$ cat config.mk
export PLATFORM = sky130hd
export DESIGN_NAME = hex_value_editor
export DESIGN_NICKNAME = d
export VERILOG_FILES = /design/src/rtl/hex_editor_pkg.sv /design/src/rtl/blink_timer.sv /design/src/rtl/hex_value_editor.sv
export SDC_FILE = /design/constraint.sdc
export NUM_CORES = 1
export LEC_CHECK = 0
export CORE_MARGIN = 3
export CORE_UTILIZATION = 27
export DETAILED_ROUTE_END_ITERATION = 16
export PLACE_DENSITY = 0.57
export SLEW_MARGIN = 20
export SYNTH_ARGS = -nofsm -noshare
export SYNTH_HDL_FRONTEND = slang
export SYNTH_HIERARCHICAL = 1
export SYNTH_SLANG_ARGS = --single-unit
$ cat constraint.sdc
create_clock -name i_clock -period 2.65 [get_ports i_clock]
set_input_delay 0.265 -clock i_clock [delete_from_list [all_inputs] [get_ports i_clock]]
set_output_delay 0.265 -clock i_clock [all_outputs]
set_load 0.02 [all_outputs]
$ cat src/rtl/hex_editor_pkg.sv
// Shared types and nibble arithmetic for the hex value editor and its helpers.
package hex_editor_pkg;
  localparam int DIGIT_W = 4;

  typedef enum logic {IDLE = 1'b0, EDIT = 1'b1} state_e;

  function automatic logic [DIGIT_W-1:0] hex_step(input logic [DIGIT_W-1:0] digit, input logic up);
    return up ? digit + 4'd1 : digit - 4'd1;
  endfunction
endpackage

$ cat src/rtl/blink_timer.sv
// Free-running half-period timer; phase starts visible (1) and toggles on each wrap.
module blink_timer #(
  parameter int BLINK_CYCLES = 25_000_000
) (
  input  logic i_clock,
  input  logic i_reset,
  input  logic i_enable,
  input  logic i_restart,
  output logic o_phase
);
  localparam int CW = $clog2(BLINK_CYCLES);

  logic [CW-1:0] count;

  always_ff @(posedge i_clock or posedge i_reset) begin
    if (i_reset) begin
      count   <= '0;
      o_phase <= 1'b1;
    end else if (i_restart) begin
      count   <= '0;
      o_phase <= 1'b1;
    end else if (i_enable) begin
      if (count == CW'(BLINK_CYCLES - 1)) begin
        count   <= '0;
        o_phase <= ~o_phase;
      end else begin
        count <= count + CW'(1);
      end
    end
  end
endmodule

$ cat src/rtl/hex_value_editor.sv
// Key-driven editor for a NUM_HEX-digit hex word with blinking cursor and commit/cancel.
module hex_value_editor
  import hex_editor_pkg::*;
#(
  parameter int                       NUM_HEX      = 6,
  parameter int                       BLINK_CYCLES = 25_000_000,
  parameter logic [4*NUM_HEX-1:0]     INIT_VALUE   = '0,
  localparam int                      CW           = (NUM_HEX > 1) ? $clog2(NUM_HEX) : 1
) (
  input  logic               i_clock,
  input  logic               i_reset,
  input  logic               i_enable,
  input  logic               i_edit,
  input  logic               i_next,
  input  logic               i_inc,
  input  logic               i_dec,
  input  logic               i_commit,
  input  logic               i_cancel,
  output logic [DIGIT_W-1:0] o_hex [NUM_HEX],
  output logic [NUM_HEX-1:0] o_digit_on,
  output logic [4*NUM_HEX-1:0] o_value,
  output logic               o_valid,
  output logic [CW-1:0]      o_cursor,
  output logic               o_editing
);
  state_e             state;
  logic [CW-1:0]      cursor;
  logic [DIGIT_W-1:0] working   [NUM_HEX];
  logic [DIGIT_W-1:0] committed [NUM_HEX];
  logic               en_q;
  logic               phase;

  // Only the highest-priority event acts in a given cycle.
  logic in_edit, do_edit, do_commit, do_cancel, do_next, do_step;
  assign in_edit   = i_enable && (state == EDIT);
  assign do_edit   = i_enable && (state == IDLE) && i_edit;
  assign do_commit = in_edit && i_commit;
  assign do_cancel = in_edit && !i_commit && i_cancel;
  assign do_next   = in_edit && !i_commit && !i_cancel && i_next;
  assign do_step   = in_edit && !i_commit && !i_cancel && !i_next && (i_inc ^ i_dec);

  always_ff @(posedge i_clock or posedge i_reset) begin
    if (i_reset) begin
      state   <= IDLE;
      cursor  <= '0;
      o_valid <= 1'b0;
      en_q    <= 1'b0;
      for (int k = 0; k < NUM_HEX; k++) begin
        working[k]   <= INIT_VALUE[4*k +: 4];
        committed[k] <= INIT_VALUE[4*k +: 4];
      end
    end else begin
      o_valid <= do_commit;
      en_q    <= i_enable;
      if (do_edit) begin
        state  <= EDIT;
        cursor <= '0;
        for (int k = 0; k < NUM_HEX; k++) working[k] <= committed[k];
      end
      if (do_commit) begin
        state <= IDLE;
        for (int k = 0; k < NUM_HEX; k++) committed[k] <= working[k];
      end
      if (do_cancel) state <= IDLE;
      if (do_next) cursor <= (cursor == CW'(NUM_HEX - 1)) ? '0 : cursor + CW'(1);
      if (do_step) working[cursor] <= hex_step(working[cursor], i_inc);
    end
  end

  blink_timer #(.BLINK_CYCLES(BLINK_CYCLES)) u_blink (
    .i_clock  (i_clock),
    .i_reset  (i_reset),
    .i_enable (in_edit),
    .i_restart(do_edit || do_next),
    .o_phase  (phase)
  );

  // Pure decode of registered state; no input reaches an output combinationally.
  always_comb begin
    for (int k = 0; k < NUM_HEX; k++) begin
      o_hex[k]           = (state == EDIT) ? working[k] : committed[k];
      o_value[4*k +: 4]  = committed[k];
    end
    o_digit_on = '1;
    if (state == EDIT && en_q) o_digit_on[cursor] = phase;
  end

  assign o_cursor  = cursor;
  assign o_editing = (state == EDIT);
endmodule

==> results of run 1 <==
==> layout make-up <==
cell class	count	area, um2	share of cell area [%]
clock buffers	11	253	4.19
clock inverters	5	62.6	1.04
inverters	9	33.8	0.560
multi-input cells	327	2560	42.5
flip-flops and latches	80	2000	33.2
well taps	220	275	4.56
repair buffers	86	842	14.0
==> cells by family after synthesis <==
| family | count (synthesis) | share of synthesized area (%) |
|---|---|---|
| multiplexers | 95 | 22.2 |
| buffers and inverters | 29 | 3.57 |
| XOR/XNOR | 10 | 2.01 |
| AO/OA/AOI/OAI | 70 | 9.42 |
| AND/OR/NAND/NOR | 148 | 19.2 |
| flip-flops | 80 | 42.4 |
| adder cells (fa/ha/maj) | 4 | 1.22 |
==> repair_timing <==
action / in CTS / in global routing
setup buffers: 0 / 1
resized for setup: 0 / 2
endpoints found under the setup margin: 0 / 6
hold buffers: 0 / 0
==> worst min path at each step <==
stage	end	slack (ns)
finish	working[15]	0.34
global route	working[15]	0.38
CTS	o_value[11]	0.35
detailed placement	u_blink/o_phase	0.54
global placement	u_blink/o_phase	0.52
floorplan	u_blink/count[0]	0.30
==> metal layers <==
layer	part of all wire [%]	vias up
met5	0	-
met4	2.3	0
met3	4.3	27
met2	51	100
met1	43	1882
li1	-	1767
==> synth_stat cells (9+ instances only) <==
| library cell | instances | area share (%) |
|---|---|---|
| nor2_1 | 30 | 2.4 |
| dfrtp_1 | 79 | 42 |
| nor3_1 | 10 | 1.1 |
| mux2i_1 | 36 | 7.6 |
| o21ai_0 | 12 | 1.3 |
| inv_1 | 9 | 0.71 |
| nand2_1 | 22 | 1.7 |
| nand4_1 | 11 | 1.5 |
| a21oi_1 | 29 | 3.1 |
| nand3_1 | 14 | 1.5 |
| mux2_2 | 57 | 14 |
==> per-stage QoR <==
step	TNS, ns	cell area [um2]	cells	setup slack [ns]
global placement	0	5700	721	0.206
CTS	0	6010	737	0.106
floorplan	0	4730	436	0.0859
detailed placement	0	5700	721	0.118
finish	0	6030	738	0.174
global route	-0.00657	6030	738	-0.00647
==> power by group through the flow <==
stage          Combinational, uW  Clock (uW)  Sequential (uW)
2_1_floorplan                759           0             1530
3_3_place_gp                1250           0             1520
3_5_place_dp                1270           0             1520
4_1_cts                     1280        1350             1500
5_1_grt                     1380        1390             1530
6_report                    1280        1310             1500
==> sequential cells by signal, summed over array words and instances (netlist names) <==
register,flops
en_q,1
o_cursor,3
o_editing,1
o_valid,1
o_value,24
u_blink/count,25
u_blink/o_phase,1
working,24
==> metrics.md, run 1 <==
| Metric | Value |
|---|---|
| Outcome | `complete, no violations` |
| RR Startpoint | `o_cursor[0]` |
| Routed vias | `about 3800` |
| Post-Route Utilization | `between 30% and 40%` |
| WL final | `12700 um` |
| CP dominant cell by count | `mux2i_1` |
| Endpoints failing setup | `0` |
| CP top delay family | `simple AND/OR/NAND/NOR gates` |
| Global placement routability congestion | `slightly below 0.9` |
| Switching share of power | `about a third` |
| Initial core utilization | `28.0%` |
| Crit path cell chain | `buf_6, mux2i_1, o21a_1, a221oi_2, ha_1, nand2_1, nor3_1, nor4b_4, xor2_2, mux2i_1` |
| Vias in the first global route | `around 3800` |
| Syn. warnings | `6` |
| Tcrit/Tclk final | `93.4%` |
| Wire length per cell | `between 15 and 20 um` |
| Worst hold-check path type | `in -> async` |
| Asr flop ratio synth | `between 90% and 100%` |
| Routed Antenna Nets | `0` |
| R2R setup slack | `between 0.15 and 0.2 ns` |
| Commonest cells after routing, fill and taps aside | `79 x dfrtp_1, 67 x clkdlybuf4s50_1, 57 x mux2_2` |
| Chip width | `about 140 um` |
| Area of the mapped netlist | `between 4000 and 5000 um2` |
| Min Tclk post-route | `2.48 ns` |
| Peak VDD IR | `457 uV` |
| Final Hold Fails | `0` |
| Layout cell share with drive strength beyond 1 | `23.6%` |
| Fmax | `slightly above 0.4 GHz` |
| GR Overflow Total | `0` |
| P_int | `around 2700 uW` |
| Clk root buf | `clkbuf_16` |
| Mean Syn Cell Area | `10.8 um2` |
| Power Total | `about 4000 uW` |
| Crit Reg-Reg Endpoint | `working[7]` |
| GRT busiest layer | `met2` |
| CTS Buf Count | `9` |
| GR Layer Usage met1 | `16.1%` |
| R2r worst-path depth | `10` |
| # Max-Cap Violations | `0` |
| Tightest Pin Transition | `about 0.61 ns` |
| Number of DRC markers in iteration 0 | `approximately 230` |
| Diode count | `0` |
| Port Buffer Count | `67` |
| Reg power frac | `36.7%` |
| Fin. max-slew vios | `0` |
| Post-synth EDFFs | `0` |
| Drt drc | `0` |
| First-pass DRT Iterations | `4` |
| CP peak stage delay | `around 0.4 ns` |
| Worst Setup SP | `o_cursor[0]` |
| Comb pwr share | `31.3%` |
| CTS tree | `done` |
| Data arrival, critical path | `roughly 2.7 ns` |
| Core area | `about 17000 um2` |
| Pin count of the biggest net entering global routing | `33` |
| Switching Power | `between 1000 and 1500 uW` |
| Final nets | `between 500 and 600` |
| Critical path class | `reg -> reg` |
| Ys flop type | `dfrtp_1` |
| Vias per inst | `5.12` |
| Total Routing Usage GR | `13.2%` |
| Worst-skew pair later-pin latency | `0.35 ns` |
| Clock Skews | `roughly 0.0077 ns` |
| Rel. slew slack | `between 50% and 60%` |
| Core Rows | `47` |
| Chip height | `approximately 140 um` |
| Worst Hold Margin | `about 0.34 ns` |
| Clock share of power | `32.0%` |
| Power density cells | `between 600 and 700 nW/um2` |
| Initial antenna violation count | `0` |
| Worst Setup Start Kind | `flop` |
| WP depth | `10` |
| Global-route wire length before repair | `20500 um` |
| Die area | `19100 um2` |
| Worst Path Buf+Inv | `1` |
| Worst setup EP type | `flop` |
| CP Capture Point | `working[7]` |
| CP max FO | `10` |
| Post-Syn Nets | `~450` |
| Htree depth | `3` |
| CTS max path bufs | `2` |
| Clock slew at reported path FFs | `~0.06 ns` |
| GR Util met2 | `approximately 22%` |
| Critical Path RT | `between 2 and 3 ns` |
| Critical path's slowest cell | `dfrtp_1` |
| Sinks on the clock net | `80` |
| Netlist cell types | `69` |
| Number of fill cells | `approximately 1700` |
| Synthesized instance count | `between 400 and 500` |
| Global routing usage on met3 | `roughly 3.5%` |
| Post-DP HPWL | `9180 um` |
| IO Pins | `68` |
| Area Overhead vs Synth | `27.6%` |
| Most common cell after layout, fill and taps aside | `dfrtp_1` |
| P_leak | `between 0.002 and 0.003 uW` |
| Sequential cell area fraction in the yosys report | `approximately 42%` |
| Yosys reg bits | `80` |
Power figures use the tool's default switching activity.
==> run 2, diff against run 1 <==
--- a/config.mk
+++ b/config.mk
@@ -6,9 +6,9 @@
 export NUM_CORES = 1
 export LEC_CHECK = 0
 export CORE_MARGIN = 3
-export CORE_UTILIZATION = 27
+export CORE_UTILIZATION = 35
 export DETAILED_ROUTE_END_ITERATION = 16
-export PLACE_DENSITY = 0.57
+export PLACE_DENSITY = 0.67
 export SLEW_MARGIN = 20
 export SYNTH_ARGS = -nofsm -noshare
 export SYNTH_HDL_FRONTEND = slang
==> run 2 against run 1 <==
Effect of this change: sequential share of layout area grew 0.54 points; final cell count shrank 6.9%; core utilization grew 10 points; flip-flop and latch count is the same; die area shrank 22%; clock skew grew 0.0023 ns; total power shrank 2.2%; non-clock buffer count shrank 3; sequential power is essentially flat; combinational power grew 4%; clock power shrank 11%; worst hold slack lost 0.0086 ns; highest routed layer unchanged.
==> metrics.md, run 2 (synthesized netlist as in run 1, its figures left out) <==
| Metric | Value |
|---|---|
| Outcome | `complete, no violations (unchanged)` |
| Pin count of the biggest net entering global routing | `55 (was 33)` |
| Peak VDD IR | `387 uV (was 457 uV)` |
| Worst hold-check path type | `in -> async (unchanged)` |
| CTS max path bufs | `2 (unchanged)` |
| Final nets | `523 (was 526)` |
| IO Pins | `68 (unchanged)` |
| Die area | `14900 um2 (was 19100 um2)` |
| Number of fill cells | `1258 (was 1658)` |
| Hold buffer count at CTS | `0 (unchanged)` |
| Vias per inst | `5.43 (was 5.12)` |
| Clock slew at reported path FFs | `0.07 ns (was 0.06 ns)` |
| Rel. slew slack | `55.7% (was 59.7%)` |
| Layout cell share with drive strength beyond 1 | `24.3% (was 23.6%)` |
| Core area | `12900 um2 (was 16900 um2)` |
| Global placement routability congestion | `0.795 (was 0.885)` |
| GR Overflow Total | `0 (unchanged)` |
| Critical path's slowest cell | `dfrtp_1 (unchanged)` |
| Worst-skew pair later-pin latency | `0.34 ns (was 0.35 ns)` |
| Endpoints failing setup | `0 (unchanged)` |
| Global-route wire length before repair | `19500 um (was 20500 um)` |
| Clk root buf | `clkbuf_16 (unchanged)` |
| Drt drc | `0 (unchanged)` |
| Routed Antenna Nets | `0 (unchanged)` |
| Critical Path RT | `2.86 ns (was 2.87 ns)` |
| RSZ-0062 raised after global routing | `no` |
| Sinks on the clock net | `80 (unchanged)` |
| Data arrival, critical path | `2.68 ns (was 2.70 ns)` |
| Most common cell after layout, fill and taps aside | `dfrtp_1 (unchanged)` |
| Post-DP HPWL | `8430 um (was 9180 um)` |
| First-pass DRT Iterations | `4 (unchanged)` |
| Clock Skews | `0.00997 ns (was 0.00766 ns)` |
| TNS Setup | `0 ns (unchanged)` |
| Routed vias | `3730 (was 3776)` |
| Area of the multi-input gates | `2600 um2 (was 2560 um2)` |
| Layout Cells excl Fill | `687 (was 738)` |
| Final Hold Fails | `0 (unchanged)` |
| Fmax | `0.405 GHz (was 0.404 GHz)` |
| Commonest cells after routing, fill and taps aside | `79 x dfrtp_1, 67 x clkdlybuf4s50_1, 57 x mux2_2 (unchanged)` |
| WL final | `11800 um (was 12700 um)` |
| Worst setup EP type | `flop (unchanged)` |
| Worst Setup Start Kind | `flop (unchanged)` |
| Chip height | `122 um (was 138 um)` |
| Wire length per cell | `17.1 um (was 17.2 um)` |
| Placed cell count | `670 (was 721)` |
| Most flops, register | `u_blink/count (unchanged)` |
| CTS tree | `done (unchanged)` |
| Critical path class | `reg -> reg (unchanged)` |
| Tightest Pin Transition | `0.662 ns (was 0.605 ns)` |
| CTS Buf Count | `9 (unchanged)` |
| Register area | `2000 um2 (unchanged)` |
| Tcrit/Tclk final | `93.2% (was 93.4%)` |
| Core Rows | `41 (was 47)` |
| Initial antenna violation count | `0 (unchanged)` |
| Total Routing Usage GR | `16.5% (was 13.2%)` |
| Crit path cell chain | `buf_4, mux2i_1, o21a_1, a221oi_2, ha_1, buf_4, a21oi_2, nor4b_4, xor2_2, mux2i_1 (was buf_6, mux2i_1, o21a_1, a221oi_2, ha_1, nand2_1, nor3_1, nor4b_4, xor2_2, mux2i_1)` |
| Power density cells | `674 nW/um2 (was 678 nW/um2)` |
| Fin. max-slew vios | `0 (unchanged)` |
| Diode count | `0 (unchanged)` |
| Max reg flops | `25 (unchanged)` |
| Number of DRC markers in iteration 0 | `174 (was 225)` |
| Area Overhead vs Synth | `25.5% (was 27.6%)` |
| Place WS | `0.161 ns (was 0.118 ns)` |
| Worst Hold Margin | `0.329 ns (was 0.338 ns)` |
| Initial core utilization | `36.6% (was 28.0%)` |
| Vias in the first global route | `3806 (was 3801)` |
| Port Buffer Count | `67 (unchanged)` |
| Chip width | `122 um (was 138 um)` |
| CP peak stage delay | `0.41 ns (about the same)` |
| # Max-Cap Violations | `0 (unchanged)` |
| CP max FO | `6 (was 10)` |
| Htree depth | `3 (unchanged)` |
| Final worst slack | `0.181 ns (was 0.174 ns)` |
| Min Tclk post-route | `2.47 ns (was 2.48 ns)` |
| P_leak | `0.00265 uW (was 0.00268 uW)` |
run 2: cell types whose count changed in the layout (fill, tap and decap cells not counted), sizes merged:
cell,previous run,this run
clkinvlp,2,1
buf,19,16
clkbuf,11,10
bufinv,1,0
inv,10,11
clkinv,1,3
run 2: area by class of cell:
cell class	instances	share of cell area, %
clock buffer	10	3.86
multi-input combinational	327	43.7
timing repair buffer	83	13.6
tap	172	3.63
sequential	80	33.7
clock inverter	6	0.864
inverter	9	0.569
run 2: power by group:
group / switching [uW] / leakage [uW] / internal, uW / total [uW]
Clock: 523 / 0.000134 / 646 / 1170
Combinational: 706 / 0.00143 / 621 / 1330
Sequential: 157 / 0.00109 / 1350 / 1500
Total: 1390 / 0.00265 / 2620 / 4000
run 2: worst paths after layout:
| kind | startpoint | end | slack [ns] | depth (start not counted) |
|---|---|---|---|---|
| min | i_reset | o_value[14] | 0.33 | 3 |
| min in group i_clock | i_enable | en_q | 0.47 | 1 |
| max reg2reg | o_cursor[0] | working[23] | 0.18 | 10 |
| min reg2reg | u_blink/o_phase | u_blink/o_phase | 0.55 | 2 |
| max | o_cursor[0] | working[23] | 0.18 | 10 |
| max in group asynchronous | i_reset | u_blink/o_phase | 2.00 | 3 |
run 2: layer usage:
| metal | GRT usage [%] | up-vias | share of wire [%] |
|---|---|---|---|
| met1 | 21.1 | 1848 | 43 |
| met2 | 27.6 | 93 | 51 |
| li1 | - | 1773 | - |
| met4 | 4.41 | 0 | 1.8 |
| met3 | 4.29 | 16 | 4.4 |
| met5 | 0 | - | 0 |
run 2: stage by stage:
| stage | cell area [um2] | power, uW | util, % |
|---|---|---|---|
| after floorplan | 4730 | 2290 | - |
| after global placement | 5600 | 2740 | 43.4 |
| after detailed placement | 5600 | 2780 | 43.4 |
| after CTS | 5880 | 3960 | 45.5 |
| after global routing | 5940 | 4210 | 45.9 |
| final | 5940 | 4000 | 45.9 |
run 2: timing repair:
| action | CTS | global route |
|---|---|---|
| gates resized for setup | 0 | 10 |
| buffers inserted | 0 | 1 |
| setup endpoints to repair | 0 | 5 |
run 2: worst max-delay path: cells and delay by family (launching register included):
family	cells	cell delay (ns)
AOI/OAI and AO/OA	3	0.49
xor gates and xnor gates	1	0.31
adders and majority gates	1	0.29
buffers and inverters	2	0.33
DFF	1	0.41
muxes	2	0.25
and+or+nand+nor	1	0.26
==> RTL change (settings of run 1) <==
Set the parameter `NUM_HEX` to 7 (it was 6).
--- a/src/rtl/hex_value_editor.sv
+++ b/src/rtl/hex_value_editor.sv
@@ -3,5 +3,5 @@
   import hex_editor_pkg::*;
 #(
-  parameter int                       NUM_HEX      = 6,
+  parameter int                       NUM_HEX      = 7,
   parameter int                       BLINK_CYCLES = 25_000_000,
   parameter logic [4*NUM_HEX-1:0]     INIT_VALUE   = '0,
Interface: changed (resized o_digit_on, o_hex and o_value); port bits go from 68 to 77. The function was not compared with the original's and may differ.
==> RTL change against run 1 <==
Power shrank 5.0%. Count of clock-buffer cells in the layout shrank 1. Area after synthesis grew 8.4%. Worst setup slack lost 30 ps. Routed wire length grew 13%. Design area grew 11%. Highest routed layer unchanged. Largest power group unchanged. Sequential cell count grew 8. Critical path type unchanged.
==> RTL change: results (changes against run 1) <==
Worst setup path
  • Crit-path slowest cell: fa_1
  • Cell count of the worst reg-to-reg path: 7 (-3)
  • Critical path's top delay family: adder cells
  • Worst R2R End: working[5]$_DFF_PP0_
  • Worst setup path class: reg2reg
  • Slowest stage delay, CP: 540 ps (+130 ps)
  • CP Max Fanout: 7 (-3)
  • Worst r2r src: o_cursor[1]$_DFFE_PP0P_
  • WP data arrival: 2760 ps (+60 ps)
  • R2r setup slk: 140 ps (-30 ps)

Detailed routing
  • Per-cell routed wire length: 17.3 um (+0.65%)
  • DRT iter0 DRCs: 248 (+10%)
  • First-pass DRT Iterations: 4 (unchanged)
  • Vias per inst: 5.14 (+0.39%)

Finish
  • Share of layout cells above drive strength 1: 25.4% (+1.8 points)
  • Final cell count without fillers: 828 (+12%)
  • Final antenna diode count: 0 (unchanged)
  • Filler instances: 1815 (+9.5%)
  • Final net count: 608 (+16%)

Clock tree
  • Clock insertion delay at the later pin of the skew report: 340 ps
  • # resized after CTS: 0 (unchanged)
  • Root buffer cell: clkbuf_16
  • Longest Clk Path Bufs: 2 (unchanged)
  • Num CTS Buffers: 9 (unchanged)

Global routing
  • Remaining Overflow, GRT: 0 (unchanged)
  • All-Layer GR Usage: 14.3% (+1.1 points)
  • Largest net degree at the start of global routing: 36 (+9.1%)
  • Initial antenna violation count: 0 (unchanged)
  • Vias in the first global route: 4207 (+11%)
  • Global-route wire length before repair: 23300 um (+14%)

Pwr
  • Pleak: 2.91 nW (+8.3%)
  • Worst vdd ir: 0.000333 V (-27%)

Status
  • Outcome: completed

Logic synthesis
  • Avg Synthesized Cell Area: 10.3 um2 (-4.9%)
  • FFs w/ async S/R, synth: 100% (unchanged)
  • Post-Syn Nets: 510 (+14%)
  • Synth area leaders: dfrtp_1 42%, mux2_2 17%, nand2_1 4.6%, o21ai_0 3.6%, mux2i_1 2.0%
  • Most common library cells after synthesis: 87 x dfrtp_1, 79 x mux2_2, 63 x nand2_1
  • Synth cell types: 65 (-5.8%)
  • Sequential share of the synthesized area: 43.0% (+0.63 points)

Hold path
  • Hold/Removal Path Class: in2async

Place
  • DPL Wire Length: 10700 um (+16%)
  • Placement Cell Area: 6320 um2 (+11%)
  • Gpl congestion: 0.878 (-0.73%)
  • Placed Cells: 811 (+12%)
  • Input/output buffers: 76 (+13%)

STA
  • Rel. slew slack: 57.2% (-2.5 points)
  • Layout Skew: 7.94 ps (+0.281 ps)
## RTL change: cell types whose count changed in the layout (fill, tap and decap cells not counted), moves of 6 or more
cell	before	now
and3_1	3	9
a211o_1	0	8
mux2i_1	36	9
clkdlybuf4s50_1	67	76
mux2_2	57	79
o21ai_0	12	37
nor2_1	30	12
nand4b_1	1	8
a21oi_1	29	17
buf_4	16	35
nand2_1	22	63
## RTL change: logic make-up (layout without fill, tap and decap cells)
| logic type | Yosys count | in the layout | synth area share (%) |
|---|---|---|---|
| multiplexers | 90 | 90 | 19.8 |
| buffers and inverters | 38 | 140 | 3.78 |
| AO/OA/AOI/OAI | 95 | 95 | 12.0 |
| AND/OR/NAND/NOR | 173 | 173 | 18.8 |
| XOR/XNOR | 9 | 9 | 1.54 |
| flip-flops | 88 | 88 | 43.0 |
| adder cells (fa/ha/maj) | 4 | 4 | 1.12 |
## RTL change: cell type report
type,instances,area [um2],area share [%]
clock buffers,10,229,3.43
clock inverters,5,108,1.61
inverters,12,45.0,0.675
multi-input cells,371,2750,41.1
flip-flops and latches,88,2210,33.1
well taps,229,287,4.29
repair buffers,113,1050,15.8
## RTL change: stage by stage
stage	setup WS, ps	hold slack, ps	utilization (%)
2_1_floorplan	-64.1	296	-
3_3_place_gp	180	525	34.5
3_5_place_dp	113	537	34.5
4_1_cts	79.0	374	36.3
5_1_grt	21.3	393	36.4
6_report	144	365	36.4
## RTL change: metal layers
layer  up-vias  routed length, um  track usage (%)
met5         -                  0                0
met4         0                195             3.96
met3        12                742             3.99
met2        98               6960             22.8
met1      2102               6420             19.1
li1       2041                  -                -
## RTL change: where the power goes
part	switching [mW]	total (mW)	internal [mW]
Combinational	0.502	0.921	0.419
Clock	0.531	1.45	0.920
Sequential	0.0918	1.51	1.42
